$ cat src/rtl/pwm_duty_sequencer.sv
// Duty-cycle sequencer for a PWM core: steps the duty code through triangle, sawtooth
// or single-ramp patterns and issues each level over a valid/ready handshake.
module pwm_duty_sequencer #(
    parameter int unsigned DUTY_W   = 8,
    parameter int unsigned MAX_DUTY = 255,
    parameter int unsigned DWELL_W  = 32
) (
    input  logic               clk,
    input  logic               rst,
    input  logic               enable,
    input  logic [1:0]         cfg_mode,
    input  logic [DUTY_W-1:0]  cfg_step,
    input  logic [DWELL_W-1:0] cfg_dwell,
    output logic [DUTY_W-1:0]  duty,
    output logic               duty_valid,
    input  logic               duty_ready,
    output logic               dir,
    output logic               busy,
    output logic               cycle_done
);

    typedef enum logic [1:0] {
        S_IDLE  = 2'd0,
        S_ISSUE = 2'd1,
        S_DWELL = 2'd2,
        S_DONE  = 2'd3
    } state_t;

    localparam logic [1:0]        MODE_TRI  = 2'd0;
    localparam logic [1:0]        MODE_SAW  = 2'd1;
    localparam logic [1:0]        MODE_ONCE = 2'd2;
    localparam logic [DUTY_W-1:0] MAX_CODE  = DUTY_W'(MAX_DUTY);
    localparam logic [DUTY_W:0]   MAX_EXT   = (DUTY_W+1)'(MAX_DUTY);

    state_t               state_q, state_d;
    logic [DUTY_W-1:0]    duty_q, duty_d;
    logic                 dir_q, dir_d;
    logic                 valid_q, valid_d;
    logic                 busy_q, busy_d;
    logic                 cd_q, cd_d;
    logic [DWELL_W-1:0]   cnt_q, cnt_d;
    logic [1:0]           mode_q, mode_d;
    logic [DUTY_W-1:0]    step_q, step_d;
    logic [DWELL_W-1:0]   dwell_q, dwell_d;

    logic [DUTY_W:0]      sum;
    logic [DUTY_W-1:0]    up_lvl;
    logic [DUTY_W-1:0]    dn_lvl;

    // Saturating up/down candidates; the extra sum bit keeps d+step from wrapping.
    always_comb begin
        sum    = {1'b0, duty_q} + {1'b0, step_q};
        up_lvl = (sum >= MAX_EXT) ? MAX_CODE : sum[DUTY_W-1:0];
        dn_lvl = (duty_q <= step_q) ? '0 : duty_q - step_q;
    end

    always_comb begin
        state_d = state_q;
        duty_d  = duty_q;
        dir_d   = dir_q;
        cd_d    = 1'b0;
        cnt_d   = cnt_q;
        mode_d  = mode_q;
        step_d  = step_q;
        dwell_d = dwell_q;

        unique case (state_q)
            S_IDLE: begin
                if (enable) begin
                    mode_d  = (cfg_mode == 2'd3) ? MODE_TRI : cfg_mode;
                    step_d  = (cfg_step == '0) ? DUTY_W'(1) : cfg_step;
                    dwell_d = (cfg_dwell == '0) ? DWELL_W'(1) : cfg_dwell;
                    state_d = S_ISSUE;
                end
            end
            S_ISSUE: begin
                if (duty_ready) begin
                    if (!enable) begin
                        state_d = S_IDLE;
                    end else begin
                        state_d = S_DWELL;
                        cnt_d   = dwell_q - DWELL_W'(1);
                    end
                end
            end
            S_DWELL: begin
                if (!enable) begin
                    state_d = S_IDLE;
                end else if (cnt_q != '0) begin
                    cnt_d = cnt_q - DWELL_W'(1);
                end else begin
                    state_d = S_ISSUE;
                    unique case (mode_q)
                        MODE_SAW: begin
                            dir_d = 1'b0;
                            if (duty_q == MAX_CODE) begin
                                duty_d = '0;
                                cd_d   = 1'b1;
                            end else begin
                                duty_d = up_lvl;
                            end
                        end
                        MODE_ONCE: begin
                            if (duty_q == MAX_CODE) begin
                                state_d = S_DONE;
                                cd_d    = 1'b1;
                            end else begin
                                duty_d = up_lvl;
                            end
                        end
                        default: begin
                            if (!dir_q) begin
                                duty_d = up_lvl;
                                if (up_lvl == MAX_CODE) dir_d = 1'b1;
                            end else begin
                                duty_d = dn_lvl;
                                if (dn_lvl == '0) begin
                                    dir_d = 1'b0;
                                    cd_d  = 1'b1;
                                end
                            end
                        end
                    endcase
                end
            end
            S_DONE: begin
                if (!enable) state_d = S_IDLE;
            end
            default: state_d = S_IDLE;
        endcase

        // Status outputs are registered versions of the next state.
        valid_d = (state_d == S_ISSUE);
        busy_d  = (state_d == S_ISSUE) || (state_d == S_DWELL);
    end

    always_ff @(posedge clk or posedge rst) begin
        if (rst) begin
            state_q <= S_IDLE;
            duty_q  <= '0;
            dir_q   <= 1'b0;
            valid_q <= 1'b0;
            busy_q  <= 1'b0;
            cd_q    <= 1'b0;
            cnt_q   <= '0;
            mode_q  <= MODE_TRI;
            step_q  <= '0;
            dwell_q <= '0;
        end else begin
            state_q <= state_d;
            duty_q  <= duty_d;
            dir_q   <= dir_d;
            valid_q <= valid_d;
            busy_q  <= busy_d;
            cd_q    <= cd_d;
            cnt_q   <= cnt_d;
            mode_q  <= mode_d;
            step_q  <= step_d;
            dwell_q <= dwell_d;
        end
    end

    assign duty       = duty_q;
    assign duty_valid = valid_q;
    assign dir        = dir_q;
    assign busy       = busy_q;
    assign cycle_done = cd_q;

endmodule
$ cat config.mk
export PLATFORM = sky130hd
export DESIGN_NAME = pwm_duty_sequencer
export DESIGN_NICKNAME = d
export VERILOG_FILES = /design/src/rtl/pwm_duty_sequencer.sv
export SDC_FILE = /design/constraint.sdc
export NUM_CORES = 1
export LEC_CHECK = 0
export BUFFER_PORTS_ARGS = -buffer_cell sky130_fd_sc_hd__buf_2
export CELL_PAD_IN_SITES_DETAIL_PLACEMENT = 2
export CELL_PAD_IN_SITES_GLOBAL_PLACEMENT = 2
export CORE_MARGIN = 2
export CORE_UTILIZATION = 37
export CTS_CLUSTER_SIZE = 40
export DETAILED_ROUTE_END_ITERATION = 8
export HOLD_SLACK_MARGIN = 0.06
export MAX_ROUTING_LAYER = met4
export PLACE_DENSITY = 0.85
export SETUP_SLACK_MARGIN = 0.1
export SYNTH_ARGS = -nofsm -noshare
export SYNTH_HDL_FRONTEND = slang
export SYNTH_SLANG_ARGS = --single-unit
export TNS_END_PERCENT = 50
$ cat constraint.sdc
create_clock -name clk -period 6.2 [get_ports clk]
set_clock_uncertainty 0.05 [all_clocks]
set_input_delay 0 -clock clk [delete_from_list [all_inputs] [get_ports clk]]
set_output_delay 0 -clock clk [all_outputs]
set_load 0.005 [all_outputs]
==> flow_summary_export.csv <==
group,metric,value,unit
cts,worst_skew_pair.late_latency,0.36,ns
worst_setup_path,cp-startpoint,"state_q[1]$_DFF_PP0_",
yosys,syn-num-nets,783,
drt,drt-total-wl,24500,µm
worst_setup_path,crit_end,"cnt_q[26]$_DFFE_PP0P_",
worst_setup_path,end_kind,"flop",
status,status,"complete, no violations",
drt,via_per_inst,5.97,
drt,vias,6103,
yosys,synthArstFlopShare,1.00,
yosys,synth_edf_count,0,
yosys,yosys-top-cells-count,"nor2_1 (105), dfrtp_1 (88), nand2_1 (67), a21oi_1 (48), o21ai_0 (41)",
worst_setup_path,rr_startpoint,"state_q[1]$_DFF_PP0_",
yosys,synth_seq_cells,88,
cts,cts_tree,"built",
sta,setup_tns,0,ns
global_route,grt_usage,0.296,
cells_and_area,area_growth_syn_to_layout,20.2,%
cts,clockBufferDepth,2,
sta,setup_viol,0,
cts,root_buffer,"clkbuf_16",
worst_setup_path,crit_family,"simple AND/OR/NAND/NOR gates",
placement,gp_congestion,0.864,
yosys,ys_seq_area_frac,0.361,
yosys,synthTopCellsByArea,"dfrtp_1 (36%), mux2_2 (7.0%), nor2_1 (6.5%)",
yosys,synth_most_common_cell,"nor2_1",
cts,cts_resized,0,
floorplan,rows,46,
sta,final.setup.worst_slack,1.68,ns
worst_setup_path,path_depth,8,
cts,hold_buffers,48,
drt,wl_per_cell,24.0,µm
pwr,clock_power_share,0.185,
yosys,synth_compound_gate_area_share,0.183,
floorplan,dieArea,17500,µm²
worst_setup_path,crit_slowest_cell,"nor2b_4",
drt,drc,0,
global_route,grt_max_degree,65,
yosys,ys_types,66,
pwr,switching_power,0.00136,W
sta,slew_viol_final,0,
placement,dp_slack,1.99,ns
yosys,synth_top_cell_area_share,0.361,
cells_and_area,fillCellCount,1766,
yosys,synthMuxAreaShare,0.123,
yosys,synth_top_family_by_area,"simple AND/OR/NAND/NOR gates",
yosys,yosysTopAreaCell,"dfrtp_1",
global_route,antenna_found_initial,0,
worst_setup_path,crit_chain,"nor2b_4 -> mux2i_1 -> ha_1 -> nor3b_1 -> nand3_1 -> or4_1 -> a31oi_1 -> a21oi_1",
worst_setup_path,crit_path_start_kind,"flop",
global_route,grt_pass1_vias,6980,
sta,finalHoldViolCount,0,
cells_and_area,layout.nets,870,
yosys,ys.warnings.count,0,
sta,rsz0062_at_grt,"no",
cells_and_area,drive_gt1_frac,0.159,
pwr,intPower,0.00164,W
pwr,vdd_drop_max,0.172,mV
drt,antenna_left,0,
floorplan,die_w,132,µm
flow_run,cap_violations,0,
sta,min_period,4.52,ns
cells_and_area,fin_util,0.459,
cts,path_clk_slew,0.08,ns
global_route,grt_pass1_wl,39700,µm
sta,worst_pin_slew,1.15,ns
cts,postCtsSetupBuffers,0,
sta,period_share,0.730,
placement,port-buffer-count,57,
sta,clock.fmax,221,MHz
drt,drt_pass1_iterations,5,
floorplan,core,16000,µm²
pwr,seq_power_share,0.383,
cts,h-tree-depth,3,
yosys,synthAdderAreaFrac,0.0475,
cts,cts_sinks,88,
pwr,power_density,408,nW/µm²
pwr,p_leak,3.07,nW
drt,drt-initial-drc-count,301,
floorplan,io_pins,58,
cells_and_area,n_antenna_cell,0,
cts,cts_buffers,9,
worst_setup_path,rrSetupSlack,1.68,ns
yosys,syn_avg_cell_area,8.54,µm²
worst_setup_path,slowest_delay,0.91,ns
worst_setup_path,worstPathArrival,4.66,ns
yosys,synth_cells,715,
yosys,netlist_area,6110,µm²
worst_setup_path,worst-r2r-cell-count,8,
worst_setup_path,reg2reg_to,"cnt_q[26]$_DFFE_PP0P_",
worst_setup_path,path_buf_inv,0,
worst_hold_path,hold_path.class,"input port to async pin",
floorplan,start_util,0.382,
worst_setup_path,critPathMaxFanout,41,
cells_and_area,multi_input_area,3680,µm²
placement,hpwl,15900,µm
yosys,synth-simple-area-share,0.233,
floorplan,die_height,132,µm
worst_setup_path,critPathRequiredTime,6.34,ns
pwr,swShare,0.453,
worst_setup_path,critPathKind,"flop to flop",
sta,max_slew_margin,0.231,
yosys,synth_top_flop_cell,"dfrtp_1",
cells_and_area,regArea,2200,µm²
global_route,grt-ovfl-total,0,
pwr,power,0.00300,W
yosys,synth_xor_area_frac,0.0129,
pwr,pwr-share-comb,0.431,
-- power by group through the flow --
stage | combinational (W) | sequential (W) | clock [W]
3_3_place_gp | 0.00110 | 0.00111 | 0
4_1_cts | 0.00124 | 0.00113 | 0.000563
3_5_place_dp | 0.00120 | 0.00114 | 0
6_report | 0.00129 | 0.00115 | 0.000555
5_1_grt | 0.00143 | 0.00118 | 0.000579
2_1_floorplan | 0.000906 | 0.00100 | 0
-- cell families (layout without fill, tap and decap cells) --
logic type,after synthesis,in the layout
mux,70,70
compound gates,174,174
fa+ha+maj,22,22
simple gates,292,292
buf+inv,60,152
flops,88,88
xor+xnor,9,9
-- sequential cells by signal (all words and copies together), names as in the netlist --
name	count
cnt_q	32
dwell_q	32
duty	8
step_q	8
mode_q	2
state_q	2
busy	1
cycle_done	1
dir	1
duty_valid	1
-- worst min-delay path: cells and delay by family --
family / cells / cell delay (ns)
buf+inv: 3 / 0.98
-- area by class of cell --
cell class / count / share of cell area
Timing Repair Buffer: 111 / 0.110
Clock inverter: 4 / 0.00392
Clock buffer: 12 / 0.0349
Sequential cell: 88 / 0.300
Tap cell: 216 / 0.0368
Inverter: 25 / 0.0130
Multi-Input combinational cell: 567 / 0.501
-- worst min path at each step --
| stage | startpoint | to | slack (ns) |
|---|---|---|---|
| floorplan | cfg_step[1] | step_q[1]$_DFFE_PP0P_ | 0.07 |
| global placement | rst | dwell_q[10]$_DFFE_PP0P_ | -0.03 |
| finish | rst | dwell_q[9]$_DFFE_PP0P_ | 0.13 |
| global route | rst | dwell_q[9]$_DFFE_PP0P_ | 0.19 |
| detailed placement | rst | dwell_q[10]$_DFFE_PP0P_ | -0.02 |
| CTS | rst | dwell_q[9]$_DFFE_PP0P_ | 0.14 |
-- metal layers --
metal	part of all wire	vias up	GRT usage
met4	0.026	0	0.103
met5	0	-	-
met2	0.52	130	0.525
met3	0.027	54	0.0303
li1	-	2748	-
met1	0.42	3171	0.350
-- cells in the final DEF (no fill, tap or decap), types with 10 or more instances in the layout --
cell type and count:
buf_2 57, dfrtp_1 88, nor3_1 18, o21ai_0 41, a211oi_1 14, a21oi_1 48
nor4_1 13, nor2_1 104, nand2b_1 19, dlygate4sd3_1 48, ha_1 20, nand2_1 67
inv_1 24, mux2i_1 31, nand4_1 10, mux2_2 38
-- metrics by stage --
stage / cell area (µm²) / hold slack (ns) / std cells
2_1_floorplan: 6110 / 0.0668 / 715
3_3_place_gp: 6580 / -0.0294 / 959
3_5_place_dp: 6580 / -0.0230 / 959
4_1_cts: 7340 / 0.143 / 1023
5_1_grt: 7340 / 0.192 / 1023
6_report: 7340 / 0.134 / 1023
No activity file was read; power rests on OpenSTA's default activity.
